`src/rtl/conv_layer_ctrl.sv`:
```
// Sequencer for one convolution layer: weight/bias load, K-column window fill,
// column-major output sweep, pipeline drain. Optional macro CONV_BACKPRESSURE_EN.
module conv_layer_ctrl #(
    parameter int IN_W     = 32,
    parameter int IN_H     = 32,
    parameter int K        = 5,
    parameter int OUT_CH   = 6,
    parameter int READ_LAT = 2,
    parameter int PIPE_LAT = 6,
    parameter int W_AW     = 8,
    parameter int IN_AW    = 5
) (
    input  logic                      clk,
    input  logic                      rst,
    input  logic                      start,
    input  logic                      abort,
    input  logic                      mac_rdy,
    output logic                      w_rd_en,
    output logic [W_AW-1:0]           w_addr,
    output logic                      w_load_vld,
    output logic [$clog2(K*K+1)-1:0]  w_load_idx,
    output logic [$clog2(OUT_CH)-1:0] w_load_ch,
    output logic                      in_rd_en,
    output logic [IN_AW-1:0]          in_addr,
    output logic                      col_shift,
    output logic                      mac_vld,
    output logic [$clog2(IN_H)-1:0]   out_row,
    output logic [$clog2(IN_W)-1:0]   out_col,
    output logic                      out_last,
    output logic                      busy,
    output logic                      done
);
    localparam int OUT_W = IN_W - K + 1;
    localparam int OUT_H = IN_H - K + 1;
    localparam int KK1   = K * K + 1;
    localparam int N_W   = OUT_CH * KK1;
    localparam int WCW   = $clog2(N_W + 1);
    localparam int ICW   = $clog2(IN_W + 1);
    localparam int KCW   = $clog2(K + 1);
    localparam int DCW   = $clog2(PIPE_LAT + 1);
    localparam int IDX_W = $clog2(KK1);
    localparam int CH_W  = $clog2(OUT_CH);
    localparam int ROW_W = $clog2(IN_H);
    localparam int COL_W = $clog2(IN_W);

    localparam logic [WCW-1:0]   W_END     = WCW'(N_W);
    localparam logic [ICW-1:0]   FILL_END  = ICW'(K);
    localparam logic [KCW-1:0]   SHIFT_LST = KCW'(K - 1);
    localparam logic [DCW-1:0]   DRAIN_LST = DCW'(PIPE_LAT - 1);
    localparam logic [IDX_W-1:0] IDX_LAST  = IDX_W'(K * K);
    localparam logic [CH_W-1:0]  CH_LAST   = CH_W'(OUT_CH - 1);
    localparam logic [ROW_W-1:0] ROW_LAST  = ROW_W'(OUT_H - 1);
    localparam logic [COL_W-1:0] COL_LAST  = COL_W'(OUT_W - 1);

    typedef enum logic [2:0] {
        S_IDLE, S_LOAD_W, S_FILL, S_CALC, S_SHIFT, S_DRAIN, S_DONE
    } state_t;

    state_t            state_reg, state_next;
    logic [WCW-1:0]    w_cnt_reg;
    logic [IDX_W-1:0]  idx_reg;
    logic [CH_W-1:0]   ch_reg;
    logic [ICW-1:0]    in_cnt_reg;
    logic [KCW-1:0]    shift_cnt_reg;
    logic [ROW_W-1:0]  row_reg;
    logic [COL_W-1:0]  col_reg;
    logic [DCW-1:0]    drain_reg;

    logic adv, last_row, last_col, w_last_ret, pipe_clr;

`ifdef CONV_BACKPRESSURE_EN
    assign adv = mac_rdy;
`else
    logic unused_mac_rdy;
    assign unused_mac_rdy = mac_rdy;
    assign adv = 1'b1;
`endif

    assign last_row   = (row_reg == ROW_LAST);
    assign last_col   = (col_reg == COL_LAST);
    assign pipe_clr   = rst | abort;
    assign w_last_ret = w_load_vld && (w_load_ch == CH_LAST) && (w_load_idx == IDX_LAST);

    // Read-latency pipes: tags travel with each read so data and metadata arrive together.
    generate
        for (genvar gi = 0; gi < READ_LAT; gi++) begin : g_rd_pipe
            logic             w_vld_reg, w_vld_src;
            logic [IDX_W-1:0] w_idx_reg, w_idx_src;
            logic [CH_W-1:0]  w_ch_reg, w_ch_src;
            logic             in_vld_reg, in_vld_src;
            if (gi == 0) begin : g_src
                assign w_vld_src  = w_rd_en;
                assign w_idx_src  = w_rd_en ? idx_reg : '0;
                assign w_ch_src   = w_rd_en ? ch_reg : '0;
                assign in_vld_src = in_rd_en;
            end else begin : g_src
                assign w_vld_src  = g_rd_pipe[gi-1].w_vld_reg;
                assign w_idx_src  = g_rd_pipe[gi-1].w_idx_reg;
                assign w_ch_src   = g_rd_pipe[gi-1].w_ch_reg;
                assign in_vld_src = g_rd_pipe[gi-1].in_vld_reg;
            end
            always_ff @(posedge clk) begin
                if (pipe_clr) begin
                    w_vld_reg  <= 1'b0;
                    w_idx_reg  <= '0;
                    w_ch_reg   <= '0;
                    in_vld_reg <= 1'b0;
                end else begin
                    w_vld_reg  <= w_vld_src;
                    w_idx_reg  <= w_idx_src;
                    w_ch_reg   <= w_ch_src;
                    in_vld_reg <= in_vld_src;
                end
            end
        end
    endgenerate

    assign w_load_vld = g_rd_pipe[READ_LAT-1].w_vld_reg;
    assign w_load_idx = g_rd_pipe[READ_LAT-1].w_idx_reg;
    assign w_load_ch  = g_rd_pipe[READ_LAT-1].w_ch_reg;
    assign col_shift  = g_rd_pipe[READ_LAT-1].in_vld_reg;

    always_ff @(posedge clk) begin
        if (rst) state_reg <= S_IDLE;
        else     state_reg <= state_next;
    end

    always_comb begin
        state_next = state_reg;
        w_rd_en    = 1'b0;
        in_rd_en   = 1'b0;
        mac_vld    = 1'b0;
        out_last   = 1'b0;
        busy       = (state_reg != S_IDLE);
        done       = 1'b0;
        case (state_reg)
            S_IDLE: begin
                if (start) state_next = S_LOAD_W;
            end
            S_LOAD_W: begin
                w_rd_en = (w_cnt_reg != W_END);
                if (w_last_ret) state_next = S_FILL;
            end
            S_FILL: begin
                in_rd_en = (in_cnt_reg < FILL_END);
                if (col_shift && shift_cnt_reg == SHIFT_LST) state_next = S_CALC;
            end
            S_CALC: begin
                mac_vld  = 1'b1;
                out_last = last_row && last_col;
                // The next column is fetched on the accepted bottom-row beat.
                in_rd_en = adv && last_row && !last_col;
                if (adv && last_row) state_next = last_col ? S_DRAIN : S_SHIFT;
            end
            S_SHIFT: begin
                if (col_shift) state_next = S_CALC;
            end
            S_DRAIN: begin
                if (drain_reg == DRAIN_LST) state_next = S_DONE;
            end
            S_DONE: begin
                done       = 1'b1;
                state_next = S_IDLE;
            end
            default: state_next = S_IDLE;
        endcase
        if (abort) state_next = S_IDLE;
    end

    always_ff @(posedge clk) begin
        if (rst || abort || state_reg == S_IDLE) begin
            w_cnt_reg     <= '0;
            idx_reg       <= '0;
            ch_reg        <= '0;
            in_cnt_reg    <= '0;
            shift_cnt_reg <= '0;
            row_reg       <= '0;
            col_reg       <= '0;
            drain_reg     <= '0;
        end else begin
            if (w_rd_en) begin
                w_cnt_reg <= w_cnt_reg + 1'b1;
                if (idx_reg == IDX_LAST) begin
                    idx_reg <= '0;
                    if (ch_reg != CH_LAST) ch_reg <= ch_reg + 1'b1;
                end else begin
                    idx_reg <= idx_reg + 1'b1;
                end
            end
            if (in_rd_en) in_cnt_reg <= in_cnt_reg + 1'b1;
            if (state_reg == S_FILL && col_shift) shift_cnt_reg <= shift_cnt_reg + 1'b1;
            if (state_reg == S_CALC && adv && !last_row) row_reg <= row_reg + 1'b1;
            if (state_reg == S_SHIFT && col_shift) begin
                row_reg <= '0;
                col_reg <= col_reg + 1'b1;
            end
            if (state_reg == S_DRAIN) drain_reg <= drain_reg + 1'b1;
        end
    end

    assign w_addr  = W_AW'(w_cnt_reg);
    assign in_addr = IN_AW'(in_cnt_reg);
    assign out_row = row_reg;
    assign out_col = col_reg;

endmodule
```
`config.mk`:
```
export PLATFORM = sky130hd
export DESIGN_NAME = conv_layer_ctrl
export DESIGN_NICKNAME = d
export VERILOG_FILES = /design/src/rtl/conv_layer_ctrl.sv
export SDC_FILE = /design/constraint.sdc
export NUM_CORES = 1
export LEC_CHECK = 0
export CORE_ASPECT_RATIO = 0.5
export CORE_UTILIZATION = 30
export CTS_CLUSTER_DIAMETER = 80
export DETAILED_ROUTE_END_ITERATION = 12
export PLACE_DENSITY = 0.54
export SLEW_MARGIN = 40
export SYNTH_ARGS = -nofsm -noshare
export SYNTH_HDL_FRONTEND = slang
export SYNTH_SLANG_ARGS = --single-unit
```
`constraint.sdc`:
```
create_clock -name clk -period 2 [get_ports clk]
set_input_delay 0.2 -clock clk [delete_from_list [all_inputs] [get_ports clk]]
set_output_delay 0.2 -clock clk [all_outputs]
set_load 0.01 [all_outputs]
```
==> impl_metrics.yaml, run 1 <==
run_status:
  run_status: "finished, final reports clean"
layout:
  drive_gt1_share_pct: 18.4
  nets: 389
  synthToLayoutAreaGrowth_pct: 32.2
  largest_register_ffs: 8
  utilization_pct: 41.1
  postLayoutCellArea_um2: 3890
  antennaDiodeCount: 0
  fill_cells: 926
min_path:
  worstHoldEndpoint: "w_load_ch[0]"
  min-delay-start: "g_rd_pipe[0].w_ch_reg[0]"
  min_path_type: "flip-flop to flip-flop"
  hold_depth: 1
clock_network:
  htree_levels: 3
  insertion_delay_ns: 0.33
  root_buffer: "clkbuf_16"
  tritoncts: "done"
  numClockSinks: 61
  hold_buffers: 0
  cts_setup_buffers: 0
  cts_buffers: 9
  path_clk_slew_ns: 0.05
  cts_buffer_depth: 2
sta:
  rsz0062_at_grt: "false"
  fmax_ghz: 0.528
  setup_violations: 0
  skew_ns: 0.00789
  slew_violations: 0
  maxSlewHeadroom_pct: 64.5
  tns_ns: 0
  tightestPinTransition_ns: 0.529
  fin_crit_ns: 1.89
  post-route-period-util_pct: 94.6
  hold_viol_final: 0
worst_setup_path:
  arrival_ns: 1.69
  end_kind: "output pin"
  critPathLaunchType: "flip-flop"
  crit_type: "flip-flop to output pin"
  r2r-end: "state_reg[0]"
  cp_max_fo: 4
  worst-r2r-setup-slack_ns: 0.31
  cp.required_ns: 1.80
  r2r.worst_path.cells: 6
  worstReg2RegStart: "out_row[1]"
power_and_ir_drop:
  ir_drop_uv: 329
  p_per_area_nw_per_um2: 722
  p_leak_nw: 1.39
logic_synthesis:
  synth_commonest_cells: "dfxtp_1, nor2_1, nand2_1"
  syn_inst: 313
  syn_nets: 332
  syn_area_um2: 2940
  synthTopCellsByArea: "dfxtp_1, ha_1, nor2_1, xor2_1, nand2_1"
  synth_top_area_share_pct: 41.5
  yosysMostFrequentCell: "dfxtp_1"
  synth_cell_types: 59
  synth_flop_cell: "dfxtp_1"
  synthArstFlopShare_pct: 0
  syn-mean-instance-area_um2: 9.41
  ys_warn_count: 0
  synth_edf_count: 0
  yosysTopAreaCell: "dfxtp_1"
  synth-seq-cells: 61
  ys_seq_area_share_pct: 41.5
die:
  num_rows: 25
  start_util_pct: 31.1
  ios: 44
  die_x_um: 142
  die_area_um2: 10200
  core_um2: 9480
  die_y_um: 72.1
placed_design:
  portBuffers: 42
  dpl.hpwl_um: 4910
  gp_congestion: 0.800
  place_area_um2: 3580
detailed_routing:
  via_per_inst: 4.73
  drc: 0
  firstDrtPassIters: 4
  drt_wl_total_um: 6700
  wire_per_inst_um: 13.1
  first_iter_violations: 174
  routed-via-count: 2412
  drt.antenna.violating_nets: 0
flow_run:
  drv_cap: 0
global_routing:
  grt_start_max_net_pins: 21
  grt_usage_pct: 13.9
  antenna_found_initial: 0
  first_global_vias: 2196
  gr-total-overflow: 0
  grt_pass1_wl_um: 10800
-- critical path: stages (launching register included) --
cell	delay (ns)
dfxtp_1	0.37
ha_1	0.20
nand4b_1	0.17
buf_4	0.19
nand3_4	0.06
nand2_1	0.08
dlygate4sd2_1	0.29
-- cell usage in the layout (no fill, tap or decap), drive strengths merged, types with 3 or more instances in the layout --
cell type      count
dfxtp             61
clkdlybuf4s50     39
nor2              29
nand2             23
buf               21
o21ai             16
nand3             15
a21oi             14
ha                14
inv               14
xor2              12
and2              11
and3              10
clkbuf            10
xnor2              8
nand4              8
nor3               6
mux2i              5
nand2b             4
clkinv             4
nor3b              4
a2111o             3
or3                3
a211oi             3
nor2b              3
nor4               3
-- worst max path at each step --
| stage | start | end | slack [ns] | cells past startpoint |
|---|---|---|---|---|
| after detailed placement | out_row[0] | out_last | 0.18 | 4 |
| after global routing | out_col[1] | in_rd_en | 0.003 | 6 |
| final | out_col[1] | in_rd_en | 0.11 | 6 |
| after CTS | w_addr[0] | w_rd_en | 0.004 | 6 |
| after global placement | out_row[0] | in_rd_en | 0.19 | 5 |
| after floorplan | out_row[0] | state_reg[0] | 0.40 | 5 |
-- metal layers --
metal	wire length [um]	share of wire (%)	vias to the layer above	global-route usage (%)
met2	3030	45	52	22.1
met4	71	1.1	0	5.73
met1	3240	48	1138	17.4
li1	-	-	1214	-
met5	0	0	-	0
met3	348	5.2	8	4.82
-- layout make-up --
cell class	instances	area (um2)	area share, %
multi-input combinational	222	1580	40.6
sequential	61	1230	31.5
timing repair buffer	63	582	14.9
clock buffer	10	239	6.14
tap	135	169	4.34
inverter	13	48.8	1.25
clock inverter	6	47.5	1.22
-- cells by family after synthesis --
group	share of synthesized area, %
muxes	2.08
AOI/OAI and AO/OA	11.1
and+or+nand+nor	28.1
buffers and inverters	5.35
DFF	41.5
xor gates and xnor gates	5.95
adders and majority gates	5.95
-- per-stage QoR --
stage	setup WS (ns)	cells	hold WS, ns	power (mW)
CTS	0.00356	510	0.422	2.85
finish	0.108	510	0.421	2.81
global route	0.00335	510	0.442	2.91
detailed placement	0.185	494	0.413	1.38
floorplan	0.396	313	0.406	1.33
global placement	0.193	494	0.410	1.38
-- what timing repair did --
action / CTS / global route
gates resized for setup: 10 / 4
pin swaps: 2 / 1
setup endpoints to repair: 3 / 3
-- report_power, final --
part	internal (mW)	total [mW]	switching [mW]	leakage (nW)
clock network	0.879	1.46	0.577	0.139
registers	1.22	1.22	0.00302	0.494
logic	0.0563	0.131	0.0745	0.756
Power figures use the tool's default switching activity.
==> run 2: changes to the inputs <==
- CTS_CLUSTER_SIZE: default -> 20
- SKIP_LAST_GASP: default -> 1
==> run 2 against run 1 <==
Net effect:
- sequential power about the same
- worst hold slack about the same
- final cell count up 0.20%
- non-clock buffer count up 1
- global-route usage unchanged
- fmax down 0.16%
- clock power about the same
- critical path depth down 2
- worst setup slack worse by 0.0029 ns
- first-iteration DRC count down 4.0%
- count of clock-buffer cells in the layout unchanged
- die area unchanged
- critical endpoint is now busy
- largest power group unchanged
==> impl_metrics.yaml, run 2 (same netlist as run 1, synthesis figures left out) <==
run_status:
  run_status: "finished, final reports clean"
placed_design:
  portBuffers: 42
  gp_congestion: 0.800
  place_area_um2: 3580
  dp.cells: 494
  dpl.hpwl_um: 4910
worst_setup_path:
  cp.required_ns: 1.80
  cp_max_fo: 5
  critPathLaunchType: "flip-flop"
  arrival_ns: 1.70
  end_kind: "output pin"
  crit_type: "flip-flop to output pin"
clock_network:
  htree_levels: 3
  tritoncts: "done"
  numClockSinks: 61
  path_clk_slew_ns: 0.06
  cts_buffer_depth: 2
  cts_buffers: 9
  root_buffer: "clkbuf_16"
  insertion_delay_ns: 0.33
  hold_buffers: 0
layout:
  nets: 390
  utilization_pct: 41.2
  antennaDiodeCount: 0
  final_common_cell: "dfxtp_1"
  finalNonFillerCells: 511
  largest_register_ffs: 8
  postLayoutCellArea_um2: 3900
  fill_cells: 927
  synthToLayoutAreaGrowth_pct: 32.6
  drive_gt1_share_pct: 18.6
  layout_common_cells: "dfxtp_1, clkdlybuf4s50_1, nor2_1, nand2_1, buf_4"
die:
  die_x_um: 142
  die_area_um2: 10200
  die_y_um: 72.1
  num_rows: 25
  start_util_pct: 31.1
  core_um2: 9480
  ios: 44
detailed_routing:
  drc: 0
  drt.antenna.violating_nets: 0
  via_per_inst: 4.71
  drt_wl_total_um: 6700
  firstDrtPassIters: 4
  first_iter_violations: 167
  wire_per_inst_um: 13.1
  routed-via-count: 2407
sta:
  skew_ns: 0.00763
  fmax_ghz: 0.528
  slew_violations: 0
  fin_crit_ns: 1.90
  maxSlewHeadroom_pct: 65.0
  setup_violations: 0
  tns_ns: 0
  post-route-period-util_pct: 94.8
  hold_viol_final: 0
  tightestPinTransition_ns: 0.520
  rsz0062_at_grt: "false"
global_routing:
  grt_usage_pct: 13.9
  grt_start_max_net_pins: 21
  first_global_vias: 2196
  grt_pass1_wl_um: 10800
  gr-total-overflow: 0
  antenna_found_initial: 0
power_and_ir_drop:
  finalPower_mw: 2.81
  ir_drop_uv: 328
  p_per_area_nw_per_um2: 719
  p_leak_nw: 1.41
flow_run:
  drv_cap: 0
min_path:
  min_path_type: "flip-flop to flip-flop"
==> run 2: what timing repair did <==
action                     4_1_cts  5_1_grt
pin swaps                        2        1
gates cloned                     0        0
buffers inserted                 0        1
resized for setup                8        6
setup endpoints to repair        3        5
==> run 2: critical path, stage by stage, from the launching register on <==
cell             delay, ns
dfxtp_2               0.33
buf_4                 0.15
nor3_2                0.28
inv_2                 0.11
clkdlybuf4s50_1       0.49
==> run 2: cell type report <==
type                    count  area (um2)  area share (%)
repair buffers             64         593            15.2
inverters                  13        48.8            1.25
clock buffers              10         239            6.12
well taps                 135         169            4.33
flip-flops and latches     61        1230            31.4
clock inverters             6        47.5            1.22
multi-input cells         222        1580            40.4
==> run 2: stage by stage <==
step	worst slack (ns)	hold slack, ns
finish	0.105	0.421
global route	0.00335	0.442
CTS	-0.106	0.422
detailed placement	0.185	0.413
global placement	0.193	0.410
floorplan	0.396	0.406
==> run 2: path summary, 6_finish.rpt <==
kind	startpoint	endpoint	slack (ns)	cells after the start
hold / removal	g_rd_pipe[0].w_ch_reg[0]	w_load_ch[0]	0.42	1
setup / recovery	state_reg[0]	busy	0.10	4
setup reg to reg	out_row[1]	state_reg[0]	0.29	6
hold reg to reg	g_rd_pipe[0].w_ch_reg[0]	w_load_ch[0]	0.42	1
==> run 2: power by group <==
| group | switching (mW) | internal (mW) |
|---|---|---|
| clock | 0.577 | 0.879 |
| combinational | 0.0744 | 0.0563 |
| sequential | 0.00303 | 1.22 |
==> run 2: layer usage <==
| metal | global-route usage [%] | vias to the layer above | part of all wire (%) |
|---|---|---|---|
| li1 | - | 1218 | - |
| met2 | 22.1 | 55 | 46 |
| met1 | 17.4 | 1128 | 48 |
| met5 | 0 | - | 0 |
| met3 | 4.82 | 6 | 5.1 |
| met4 | 5.73 | 0 | 0.97 |
